### src/rtl/frame_reader_pkg.sv
// Shared video constants: screen geometry, zoom encodings, default background colour.
package frame_reader_pkg;

    localparam int unsigned SCREEN_W = 640;
    localparam int unsigned SCREEN_H = 480;
    localparam int unsigned COORD_W  = 10;
    localparam int unsigned ADDR_W   = 15;
    localparam int unsigned PIX_W    = 8;

    typedef enum logic [1:0] {
        ZOOM_X1   = 2'd0,
        ZOOM_X2   = 2'd1,
        ZOOM_X4   = 2'd2,
        ZOOM_RSVD = 2'd3
    } zoom_e;

    localparam logic [PIX_W-1:0] BG_COLOR_DEFAULT = 8'h00;

endpackage

### src/rtl/delay_line.sv
// Parameterised shift-register delay with asynchronous clear.
module delay_line #(
    parameter int unsigned WIDTH = 1,
    parameter int unsigned DEPTH = 2
) (
    input  logic             clock,
    input  logic             reset,
    input  logic [WIDTH-1:0] din,
    output logic [WIDTH-1:0] dout
);

    logic [WIDTH-1:0] stages [DEPTH];

    // Shift din through DEPTH registers; reset empties the line.
    always_ff @(posedge clock or negedge reset) begin
        if (!reset) begin
            for (int i = 0; i < int'(DEPTH); i++) begin
                stages[i] <= '0;
            end
        end else begin
            stages[0] <= din;
            for (int i = 1; i < int'(DEPTH); i++) begin
                stages[i] <= stages[i-1];
            end
        end
    end

    assign dout = stages[DEPTH-1];

endmodule

### src/rtl/frame_reader.sv
// Centred, zoomable image window: maps screen coordinates to image-RAM fetches
// and aligns returned pixel data with the VGA colour output.
module frame_reader
    import frame_reader_pkg::*;
#(
    parameter int unsigned      IMG_W    = 160,
    parameter int unsigned      IMG_H    = 120,
    parameter int unsigned      MEM_LAT  = 2,
    parameter logic [PIX_W-1:0] BG_COLOR = BG_COLOR_DEFAULT
) (
    input  logic                 clock,
    input  logic                 reset,
    input  logic [COORD_W-1:0]   next_x,
    input  logic [COORD_W-1:0]   next_y,
    input  logic                 blank,
    input  logic                 vsync,
    input  logic [1:0]           zoom_sel,
    output logic [ADDR_W-1:0]    mem_addr,
    output logic                 mem_rd,
    input  logic [PIX_W-1:0]     mem_rdata,
    output logic [PIX_W-1:0]     color_out,
    output logic                 zoom_err
);

    localparam int unsigned BND_W = COORD_W + 1;

    // Window origin for each zoom level (image centred on screen).
    localparam int unsigned X0_Z0 = (SCREEN_W - IMG_W) / 2;
    localparam int unsigned X0_Z1 = (SCREEN_W - 2 * IMG_W) / 2;
    localparam int unsigned X0_Z2 = (SCREEN_W - 4 * IMG_W) / 2;
    localparam int unsigned Y0_Z0 = (SCREEN_H - IMG_H) / 2;
    localparam int unsigned Y0_Z1 = (SCREEN_H - 2 * IMG_H) / 2;
    localparam int unsigned Y0_Z2 = (SCREEN_H - 4 * IMG_H) / 2;

    localparam logic [ADDR_W-1:0] IMG_W_BITS = ADDR_W'(IMG_W);
    localparam logic [ADDR_W-1:0] ADDR_MAX   = ADDR_W'(IMG_W * IMG_H - 1);

    // Row base sy*IMG_W as a shift-add over the constant's set bits.
    function automatic logic [ADDR_W-1:0] row_base(input logic [COORD_W-1:0] sy);
        logic [ADDR_W-1:0] acc;
        acc = '0;
        for (int i = 0; i < int'(ADDR_W); i++) begin
            if (IMG_W_BITS[i]) begin
                acc = acc + (ADDR_W'(sy) << i);
            end
        end
        return acc;
    endfunction

    zoom_e              z;
    logic               vsync_q;
    logic               vsync_fall_c;
    logic [1:0]         zshift_c;
    logic [BND_W-1:0]   x_lo_c, x_hi_c, y_lo_c, y_hi_c;
    logic [BND_W-1:0]   px_c, py_c, dx_c, dy_c;
    logic [COORD_W-1:0] sx_c, sy_c;
    logic               in_win_c;
    logic [ADDR_W-1:0]  addr_c;
    logic               flag_d;

    assign vsync_fall_c = vsync_q & ~vsync;

    // Previous-cycle vsync for falling-edge detection.
    always_ff @(posedge clock or negedge reset) begin
        if (!reset) begin
            vsync_q <= 1'b1;
        end else begin
            vsync_q <= vsync;
        end
    end

    // Latch the requested zoom once per frame; reserved code falls back to x1.
    always_ff @(posedge clock or negedge reset) begin
        if (!reset) begin
            z        <= ZOOM_X1;
            zoom_err <= 1'b0;
        end else if (vsync_fall_c) begin
            if (zoom_e'(zoom_sel) == ZOOM_RSVD) begin
                z        <= ZOOM_X1;
                zoom_err <= 1'b1;
            end else begin
                z        <= zoom_e'(zoom_sel);
                zoom_err <= 1'b0;
            end
        end
    end

    // Window bounds (inclusive) and source coordinates for the active zoom.
    always_comb begin
        zshift_c = 2'd0;
        x_lo_c   = BND_W'(X0_Z0);
        x_hi_c   = BND_W'(X0_Z0 + IMG_W - 1);
        y_lo_c   = BND_W'(Y0_Z0);
        y_hi_c   = BND_W'(Y0_Z0 + IMG_H - 1);
        case (z)
            ZOOM_X2: begin
                zshift_c = 2'd1;
                x_lo_c   = BND_W'(X0_Z1);
                x_hi_c   = BND_W'(X0_Z1 + 2 * IMG_W - 1);
                y_lo_c   = BND_W'(Y0_Z1);
                y_hi_c   = BND_W'(Y0_Z1 + 2 * IMG_H - 1);
            end
            ZOOM_X4: begin
                zshift_c = 2'd2;
                x_lo_c   = BND_W'(X0_Z2);
                x_hi_c   = BND_W'(X0_Z2 + 4 * IMG_W - 1);
                y_lo_c   = BND_W'(Y0_Z2);
                y_hi_c   = BND_W'(Y0_Z2 + 4 * IMG_H - 1);
            end
            default: ;
        endcase

        px_c = BND_W'(next_x);
        py_c = BND_W'(next_y);
        in_win_c = blank
                 && (px_c >= x_lo_c) && (px_c <= x_hi_c)
                 && (py_c >= y_lo_c) && (py_c <= y_hi_c);

        dx_c = px_c - x_lo_c;
        dy_c = py_c - y_lo_c;
        sx_c = COORD_W'(dx_c >> zshift_c);
        sy_c = COORD_W'(dy_c >> zshift_c);

        addr_c = row_base(sy_c) + ADDR_W'(sx_c);
        if (addr_c > ADDR_MAX) begin
            addr_c = ADDR_MAX;
        end
    end

    // Stage 1: issue the RAM fetch; address holds when no fetch is made.
    always_ff @(posedge clock or negedge reset) begin
        if (!reset) begin
            mem_addr <= '0;
            mem_rd   <= 1'b0;
        end else begin
            mem_rd <= in_win_c;
            if (in_win_c) begin
                mem_addr <= addr_c;
            end
        end
    end

    // In-window flag travels alongside the RAM read latency.
    delay_line #(
        .WIDTH (1),
        .DEPTH (MEM_LAT)
    ) u_flag_dly (
        .clock (clock),
        .reset (reset),
        .din   (mem_rd),
        .dout  (flag_d)
    );

    // Output colour: RAM data inside the window, background elsewhere.
    always_ff @(posedge clock or negedge reset) begin
        if (!reset) begin
            color_out <= BG_COLOR;
        end else begin
            color_out <= flag_d ? mem_rdata : BG_COLOR;
        end
    end

endmodule

### config.mk
export PLATFORM = sky130hd
export DESIGN_NAME = frame_reader
export DESIGN_NICKNAME = d
export VERILOG_FILES = /design/src/rtl/frame_reader_pkg.sv /design/src/rtl/delay_line.sv /design/src/rtl/frame_reader.sv
export SDC_FILE = /design/constraint.sdc
export NUM_CORES = 1
export LEC_CHECK = 0
export CORE_ASPECT_RATIO = 1.1
export CORE_MARGIN = 1.5
export CORE_UTILIZATION = 57
export DETAILED_ROUTE_END_ITERATION = 6
export PLACE_DENSITY = 0.83
export SLEW_MARGIN = 20
export SYNTH_ARGS = -nofsm -noshare
export SYNTH_HDL_FRONTEND = slang
export SYNTH_SLANG_ARGS = --single-unit
### constraint.sdc
create_clock -name clock -period 12.3 [get_ports clock]
set_clock_uncertainty 0.2 [all_clocks]
set_input_delay 2.46 -clock clock [delete_from_list [all_inputs] [get_ports clock]]
set_output_delay 2.46 -clock clock [all_outputs]
set_load 0.005 [all_outputs]
==> results.md, run 1 <==
- Overall global routing resource usage: 0.249
- Synth top area cells: dfrtp_1, ha_1, mux2i_1
- Routed len/inst: 15.5 um
- H-tree depth: 2
- Max VDD drop: 182 uV
- CP Max Fanout: 12
- Share of layout cells above drive strength 1: 0.0699
- Switching share of power: 0.422
- Drt total wl: 6900 um
- Setup TNS Final: 0 ns
- Via/cell ratio: 5.75
- Worst setup SP type: input port
- Max-cap violations: 0
- Relative slew slack: 0.332
- Post-Synthesis Cells: 332
- P_int: 465 uW
- Post-layout util: 0.732
- Max-slew violation count: 0
- Reg2reg end: mem_addr[9]
- Post-route cell area: 0.00363 mm2
- PortBufs: 58
- DRC: 0
- Reg power frac: 0.178
- Clock Tree Root: clkbuf_8
- P_leak: 0.00165 uW
- Outcome: complete, no violations
- Antenna violations before repair: 0
- Final Cycle Share: 0.653
- Sequential element share of the synthesized area: 0.259
- # rows: 27
- Setup CP Type: in -> reg
- Worst-margin pin slew: 0.974 ns
- Post-cts resize count: 0
- Post-DRT Antenna Nets: 0
- Die X: 71.0 um
- Pin count of the biggest net entering global routing: 31
- Final hold vios: 0
- Core area: 0.00497 mm2
- Worst hold margin: 0.160 ns
- Cell variety after synth: 60
- CTS Sinks: 30
- Post-synth top area share: 0.250
- Fmax: 125 MHz
- CTS Buffer Depth: 2
- Tot Pwr: 804 uW
- Die ar.: 0.00553 mm2
- Hold buffers post-CTS: 0
- Post-DP Area: 0.00349 mm2
- CTS tree: yes
- FFs w/ async S/R, synth: 1.00
- Clock transition at path regs: 0.07 ns
- Cell with the most instances after synthesis: nand2_1
- Post-synth top cells: nand2_1, ha_1, dfrtp_1
- Area growth syn-to-layout: 25.2%
- First drt pass iteration count: 4
- First-pass GRT wire length: 11200 um
- Slowest-stage cell, CP: mux2i_1
- Worst hold start: u_flag_dly.stages[1]
- Clk_lat worst skew: 0.27 ns
- Reg2reg start: z[0]
- Post-synthesis cell area: 0.00290 mm2
- Starting Density: 0.584
- # diodes: 0
- Primary FF master, synth: dfrtp_1
- RePlAce Congestion: 0.946
- Critical path data required time: 12.21 ns
- Clock power share: 0.152
- Synthesized Nets: 401
- EDFF count, synth: 0
- Postcts setup bufs: 0
- Min Tclk post-route: 8.03 ns
- Part of the power in combinational logic: 0.670
- Unrepaired setup endpoints after global routing: false
- #FFs+latches synth: 30
- Hold WC Path Type: reg -> reg
- Top Ports: 59
- R2r worst-path depth: 24
- Area leader, netlist: dfrtp_1
- Nets: 454
- Num CTS Buffers: 5
- Die Y: 77.8 um
- Worst setup EP type: flip-flop
- Slowest cell delay on critical path: 0.86 ns
- Sw Pwr: 339 uW
- Vias: 2553
- R2R setup slack: 4.98 ns
- GR Overflow Total: 0
- Hold depth: 0
- Setup violators final: 0
- Initial DRC count: 94
- Hold Path End: u_flag_dly.dout
- Syn avg cell area: 8.74 um2
- Synth warn: 0
- Worst-path cell chain: clkdlybuf4s50_1 -> nand2b_2 -> fa_1 -> nand2b_1 -> a21boi_1 -> o41ai_1 -> xnor2_1 -> nand2_1 -> o211ai_1 -> o21ai_0 -> ha_1 -> ha_1 -> a21o_1 -> nand2_1 -> a31oi_1 -> nor2_1 -> xor2_1 -> xnor2_1 -> mux2i_1 -> o311ai_2
- Post-DP HPWL: 5340 um
- Vias in the first global route: 2509
- PwrDens: 221 mW/mm2
- Critical Path AT: 7.94 ns
## worst max-delay path by stage
stage               slack, ns  cells past startpoint           to  startpoint
finish                   4.27                     20  mem_addr[9]   next_y[2]
detailed placement       3.96                     19  mem_addr[9]   next_x[6]
floorplan                5.43                     20  mem_addr[9]   next_x[6]
global route             3.81                     19  mem_addr[9]   next_y[2]
CTS                      4.26                     19  mem_addr[9]   next_x[6]
global placement         4.16                     19  mem_addr[9]   next_x[6]
## area by class of cell
type	count	area [um2]
fill	392	1330
clock inverter	2	60.1
multi-input combinational	265	1990
tap	58	72.6
timing repair buffer	59	588
sequential	30	752
clock buffer	6	82.6
inverter	24	90.1
## per-stage QoR
step | setup slack (ns) | std cells
finish | 4.27 | 444
global route | 3.81 | 444
CTS | 4.26 | 444
detailed placement | 3.96 | 436
global placement | 4.16 | 436
floorplan | 5.43 | 332
## layer usage
layer | part of all wire | GRT usage
met3 | 0.028 | 0.0299
met4 | 0.0075 | 0.0660
met1 | 0.46 | 0.318
met5 | 0 | 0
met2 | 0.51 | 0.441
## power by group through the flow
stage               logic (uW)  clock network [uW]  registers, uW
finish                     539                 122            143
global route               592                 128            146
CTS                        534                 124            144
detailed placement         530                   0            144
global placement           513                   0            145
floorplan                  371                   0            145
## state kept, by name, indices dropped and copies added, names as in the netlist
| signal | cells |
|---|---|
| mem_addr | 15 |
| color_out | 8 |
| z | 2 |
| mem_rd | 1 |
| u_flag_dly.dout | 1 |
| u_flag_dly.stages | 1 |
| vsync_q | 1 |
| zoom_err | 1 |
## cells by family after synthesis
kind of cell	Yosys count	synth area share
compound gates	78	0.186
xor+xnor	19	0.0574
fa+ha+maj	35	0.164
buf+inv	37	0.0556
flops	30	0.259
mux	25	0.0927
simple gates	108	0.185
## placed cells by master, fill, tap and decap left out, types with 2 or more instances in the layout
master	instances
clkdlybuf4s50_1	58
inv_2	2
and3_1	3
o22ai_1	2
clkbuf_8	6
xnor2_1	11
mux2_2	5
ha_1	30
o21a_1	3
a211oi_1	3
dfrtp_1	29
a21oi_1	16
nand3_1	6
nand2_1	35
a21o_1	6
o211ai_1	5
o31ai_1	2
o211ai_2	2
xor2_1	8
nor2_1	23
a31oi_1	4
o21bai_1	2
nor3b_1	2
and2_1	9
mux2i_1	19
nand2b_1	7
o21ai_1	2
bufinv_16	2
o21ai_0	16
inv_1	22
fa_1	5
nor2b_1	7
nor4_1	2
nand3b_1	2
nor3_1	5
o2111ai_1	2
## worst max-delay path, delay by kind of cell
kind	cells	cell delay, ns
compound gates	7	1.71
fa+ha+maj	3	1.18
mux	1	0.86
xor+xnor	3	0.68
simple gates	5	0.55
buf+inv	1	0.49
No activity file was read; power rests on OpenSTA's default activity.
==> run 2, diff against run 1 <==
--- a/config.mk
+++ b/config.mk
@@ -7,9 +7,9 @@
 export LEC_CHECK = 0
 export CORE_ASPECT_RATIO = 1.1
 export CORE_MARGIN = 1.5
-export CORE_UTILIZATION = 57
+export CORE_UTILIZATION = 47
 export DETAILED_ROUTE_END_ITERATION = 6
-export PLACE_DENSITY = 0.83
+export PLACE_DENSITY = 0.73
 export SLEW_MARGIN = 20
 export SYNTH_ARGS = -nofsm -noshare
 export SYNTH_HDL_FRONTEND = slang
==> constraint.sdc (replaced) <==
create_clock -name clock -period 6.5 [get_ports clock]
set_clock_uncertainty 0.2 [all_clocks]
set_input_delay 1.3 -clock clock [delete_from_list [all_inputs] [get_ports clock]]
set_output_delay 1.3 -clock clock [all_outputs]
set_load 0.005 [all_outputs]
==> run 2 against run 1 <==
Design area increased by 5.1%; core utilization decreased by 8.2 points; sequential power increased by 90%; via count increased by 2.9%; clock-buffer cell count unchanged; first-iteration DRC count decreased by 3.2%; register-to-register slack got worse by 4.0 ns.
==> results.md, run 2 (same netlist as run 1, synthesis figures left out) <==
- Hold WC Path Type: reg -> reg
- Largest regs: mem_addr (15), color_out (8), z (2)
- Register area: 752 um2
- Die ar.: 0.00665 mm2
- CTS tree: yes
- Vias: 2626
- Top Ports: 59
- Min Tclk post-route: 6.15 ns
- PwrDens: 430 mW/mm2
- Final WS setup: 0.355 ns
- First drt pass iteration count: 5
- Drt total wl: 6950 um
- Worst setup EP type: flip-flop
- Outcome: complete, no violations
- Vias in the first global route: 2509
- Die Y: 85.4 um
- CP Max Fanout: 5
- Pre-CTS WS: -0.0305 ns
- # diodes: 0
- CTS Sinks: 30
- Worst setup SP type: input port
- CTS Buffer Depth: 2
- Via/cell ratio: 5.47
- Critical Path AT: 6.11 ns
- Max VDD drop: 305 uV
- Max reg flops: 15
- Family with the most delay on the worst path: adder cells
- # rows: 29
- Crit. Startpoint: next_y[3]
- Buf/Inv on CP: 4
- Clk_lat worst skew: 0.27 ns
- Post-DP HPWL: 5270 um
- Starting Density: 0.494
- Final Cycle Share: 0.945
- Antenna violations before repair: 0
- Most frequent cells in the layout: clkdlybuf4s50_1, nand2_1, ha_1
- Clock transition at path regs: 0.06 ns
- Slowest-stage cell, CP: fa_1
- RePlAce Congestion: 0.845
- Core area: 0.00588 mm2
- Relative slew slack: 0.685
- Overall global routing resource usage: 0.217
- GR Overflow Total: 0
- PortBufs: 58
- Routed len/inst: 14.5 um
- Share of layout cells above drive strength 1: 0.127
- P_leak: 0.00173 uW
- Area growth syn-to-layout: 31.6%
- Initial DRC count: 91
- Nets: 471
- Clock Tree Root: clkbuf_8
- Reg2reg start: z[1]
- Setup violators final: 0
- Final hold vios: 0
- Slowest cell delay on critical path: 0.54 ns
- Largest register by flop count: mem_addr
- Setup CP Type: in -> reg
- Num CTS Buffers: 5
- First-pass GRT wire length: 11700 um
- Area of the multi-input gates: 0.00202 mm2
- Max-cap violations: 0
- Pin count of the biggest net entering global routing: 31
- Worst hold start: u_flag_dly.stages[1]
- DRC: 0
- Critical path data required time: 6.47 ns
- Die X: 77.9 um
- Max-slew violation count: 0
- Post-DRT Antenna Nets: 0
- H-tree depth: 2
- Worst-path cell chain: clkdlybuf4s50_1 -> ha_1 -> nor2b_1 -> a222oi_1 -> buf_4 -> o21bai_1 -> xor2_1 -> mux2i_1 -> mux2_2 -> fa_1 -> inv_1 -> ha_1 -> o21ai_0 -> or3b_2 -> o311ai_1 -> o21ai_0 -> and3_1 -> nor3b_2 -> mux2i_2 -> buf_4 -> nor2b_1
- Fill count: 524
- Commonest non-fill, non-tap cell in the layout: clkdlybuf4s50_1
- Post-layout util: 0.650
- Fmax: 163 MHz
- Worst-margin pin slew: 0.471 ns
run 2: cell count changes in the layout (fill, tap and decap cells not counted), sizes merged:
cell  delta
buf     +17
run 2: timing repair:
item / 4_1_cts / 5_1_grt
setup buffers: 0 / 2
hold buffers: 0 / 0
gates resized for setup: 0 / 8
setup endpoints to repair: 0 / 14
run 2: area by class of cell:
| class | instances | area share |
|---|---|---|
| repair buffers | 76 | 0.187 |
| multi-input cells | 265 | 0.529 |
| clock inverters | 2 | 0.0157 |
| clock buffers | 6 | 0.0216 |
| well taps | 77 | 0.0252 |
| inverters | 24 | 0.0236 |
| flip-flops and latches | 30 | 0.197 |
run 2: final timing paths:
check	to	slack [ns]	cells past startpoint
max reg2reg	mem_addr[10]	0.97	24
max in group asynchronous	vsync_q	4.58	2
min	u_flag_dly.dout	0.15	0
min in group asynchronous	zoom_err	1.21	2
min reg2reg	u_flag_dly.dout	0.15	0
max	mem_addr[10]	0.35	21
run 2: per-stage QoR:
step                      hold WS, ns  power [uW]  std cells  area (um2)  setup TNS [ns]
after global placement          0.135        1330        470        3630               0
after floorplan                 0.131         977        332        2900               0
final                           0.148        1640        480        3820               0
after detailed placement        0.135        1350        470        3630         -0.0580
after CTS                       0.149        1590        478        3770               0
after global routing            0.170        1790        480        3820         -0.0172
run 2: power by group:
group	internal (uW)	switching, uW	leakage [uW]
registers	241	29.9	0.000378
clock network	163	66.4	0.0000714
logic	568	573	0.00128
run 2: routing by layer:
layer / track usage / up-vias / wire, um
li1: - / 1324 / -
met1: 0.289 / 1237 / 3230
met2: 0.375 / 55 / 3380
met3: 0.0258 / 10 / 243
met4: 0.0503 / 0 / 103
met5: 0 / - / 0
==> run 3, diff against run 2 <==
--- a/config.mk
+++ b/config.mk
@@ -5,7 +5,6 @@
 export SDC_FILE = /design/constraint.sdc
 export NUM_CORES = 1
 export LEC_CHECK = 0
-export CORE_ASPECT_RATIO = 1.1
 export CORE_MARGIN = 1.5
 export CORE_UTILIZATION = 47
 export DETAILED_ROUTE_END_ITERATION = 6
@@ -14,3 +13,4 @@
 export SYNTH_ARGS = -nofsm -noshare
 export SYNTH_HDL_FRONTEND = slang
 export SYNTH_SLANG_ARGS = --single-unit
+export TNS_END_PERCENT = 100
==> run 3 against run 2 <==
Worst setup slack got worse by 0.013 ns; global-route usage decreased by 1.4 points; critical path depth stayed put; total power is 13% lower; flip-flop and latch count did not move; via count down 2.9%; non-clock buffer count shrank 7; clock power fell by 41%; sequential share of layout area up 0.68 points; design area fell by 3.3%; largest cell class unchanged; highest routed layer unchanged.
==> results.md, run 3 (same netlist as run 1, synthesis figures left out) <==
- Outcome: complete, no violations
- Fill count: 535
- Setup violators final: 0
- Vias in the first global route: 2401
- Setup TNS Final: 0 ns
- Post-layout util: 0.620
- Drt total wl: 6390 um
- Vias: 2550
- Max-cap violations: 0
- P_int: 817 uW
- Share of layout cells above drive strength 1: 0.101
- Max-slew violation count: 0
- DRC: 0
- CP Max Fanout: 12
- Antenna violations before repair: 0
- CTS Sinks: 30
- Final hold vios: 0
- Setup CP Type: in -> reg
- Switching share of power: 0.429
- Clk_lat worst skew: 0.27 ns
- RePlAce Congestion: 0.856
- Area growth syn-to-layout: 27.2%
- Nets: 464
- Hold WC Path Type: reg -> reg
- Die ar.: 0.00665 mm2
- Initial DRC count: 88
- # rows: 28
- Fmax: 162 MHz
- First-pass GRT wire length: 10600 um
- Via/cell ratio: 5.43
- GR Overflow Total: 0
- Max reg flops: 15
- Critical Path AT: 6.12 ns
- PwrDens: 388 mW/mm2
- Clock transition at path regs: 0.06 ns
- Final Cycle Share: 0.947
- Pin count of the biggest net entering global routing: 31
- Commonest non-fill, non-tap cell in the layout: clkdlybuf4s50_1
- PortBufs: 58
- Part of the power in combinational logic: 0.716
- H-tree depth: 2
- CTS tree: yes
- Relative slew slack: 0.596
- Unrepaired setup endpoints after global routing: false
- First drt pass iteration count: 4
- Worst setup SP type: input port
- Max VDD drop: 248 uV
- Worst setup EP type: flip-flop
- Routed len/inst: 13.6 um
- Worst-margin pin slew: 0.598 ns
- Most frequent cells in the layout: clkdlybuf4s50_1, nand2_1, ha_1
- Post-DRT Antenna Nets: 0
- Postcts setup bufs: 0
- Die X: 81.6 um
- Sw Pwr: 614 uW
- P_leak: 0.00167 uW
- # diodes: 0
- Overall global routing resource usage: 0.203
- Largest register by flop count: mem_addr
- Core area: 0.00596 mm2
- Critical path data required time: 6.46 ns
- Starting Density: 0.487
- Top Ports: 59
- Post-DP HPWL: 5120 um
- Clock Tree Root: clkbuf_8
- Reg power frac: 0.189
- Min Tclk post-route: 6.16 ns
- CTS Buffer Depth: 2
- Die Y: 81.6 um
- Worst hold margin: 0.154 ns
- Clock power share: 0.095
- Largest regs: mem_addr (15), color_out (8), z (2)
- Num CTS Buffers: 5
run 3: stage by stage:
step / std cells / worst slack, ns / power [uW] / instance area (um2)
floorplan: 332 / 0.690 / 977 / 2900
global placement: 463 / 0.100 / 1260 / 3590
detailed placement: 463 / -0.0139 / 1270 / 3590
CTS: 470 / 0.265 / 1410 / 3670
global route: 470 / 0.0317 / 1580 / 3690
finish: 470 / 0.341 / 1430 / 3690
run 3: layer usage:
layer | GRT usage | routed length, um | vias to the layer above
li1 | - | - | 1295
met1 | 0.273 | 3140 | 1194
met2 | 0.344 | 2910 | 56
met3 | 0.0444 | 301 | 5
met4 | 0.0254 | 31 | 0
met5 | 0 | 0 | -
run 3: power by group through the flow:
| stage | clock network [uW] | registers (uW) | logic [uW] |
|---|---|---|---|
| final | 135 | 271 | 1020 |
| after global routing | 150 | 277 | 1150 |
| after CTS | 140 | 271 | 1000 |
| after detailed placement | 0 | 274 | 999 |
| after global placement | 0 | 273 | 986 |
| after floorplan | 0 | 274 | 703 |
run 3: worst paths after layout:
path | start | end | slack [ns] | cells after the start
max in group asynchronous | reset | vsync_q | 4.57 | 2
min reg2reg | u_flag_dly.stages[1] | u_flag_dly.dout | 0.15 | 0
min in group asynchronous | reset | mem_addr[1] | 1.21 | 2
min | u_flag_dly.stages[1] | u_flag_dly.dout | 0.15 | 0
max reg2reg | z[1] | mem_addr[10] | 0.72 | 25
max | next_y[3] | mem_addr[10] | 0.34 | 21
run 3: critical path, cell delays in order:
cell and delay [ns]:
clkdlybuf4s50_1 0.49, ha_1 0.35, nor2b_1 0.14, a222oi_1 0.30
buf_4 0.19, o21bai_1 0.12, xor2_1 0.21, mux2i_1 0.12
mux2_2 0.30, fa_1 0.53, inv_1 0.04, ha_1 0.33
o21ai_0 0.12, or3b_2 0.46, o311ai_2 0.10, o21ai_0 0.12
and3_1 0.21, nor3b_1 0.24, mux2i_1 0.11, buf_4 0.19
nor2b_1 0.14
run 3: area by class of cell:
type / instances / area [um2] / area share
clock inverter: 2 / 10.0 / 0.00271
multi-input combinational: 265 / 2010 / 0.545
inverter: 24 / 90.1 / 0.0244
sequential: 30 / 752 / 0.204
tap: 75 / 93.8 / 0.0254
clock buffer: 5 / 68.8 / 0.0186
timing repair buffer: 69 / 663 / 0.180
run 3: repair_timing:
item / in CTS / in global routing
setup endpoints to repair: 0 / 12
resized for setup: 0 / 5
hold buffers: 0 / 0
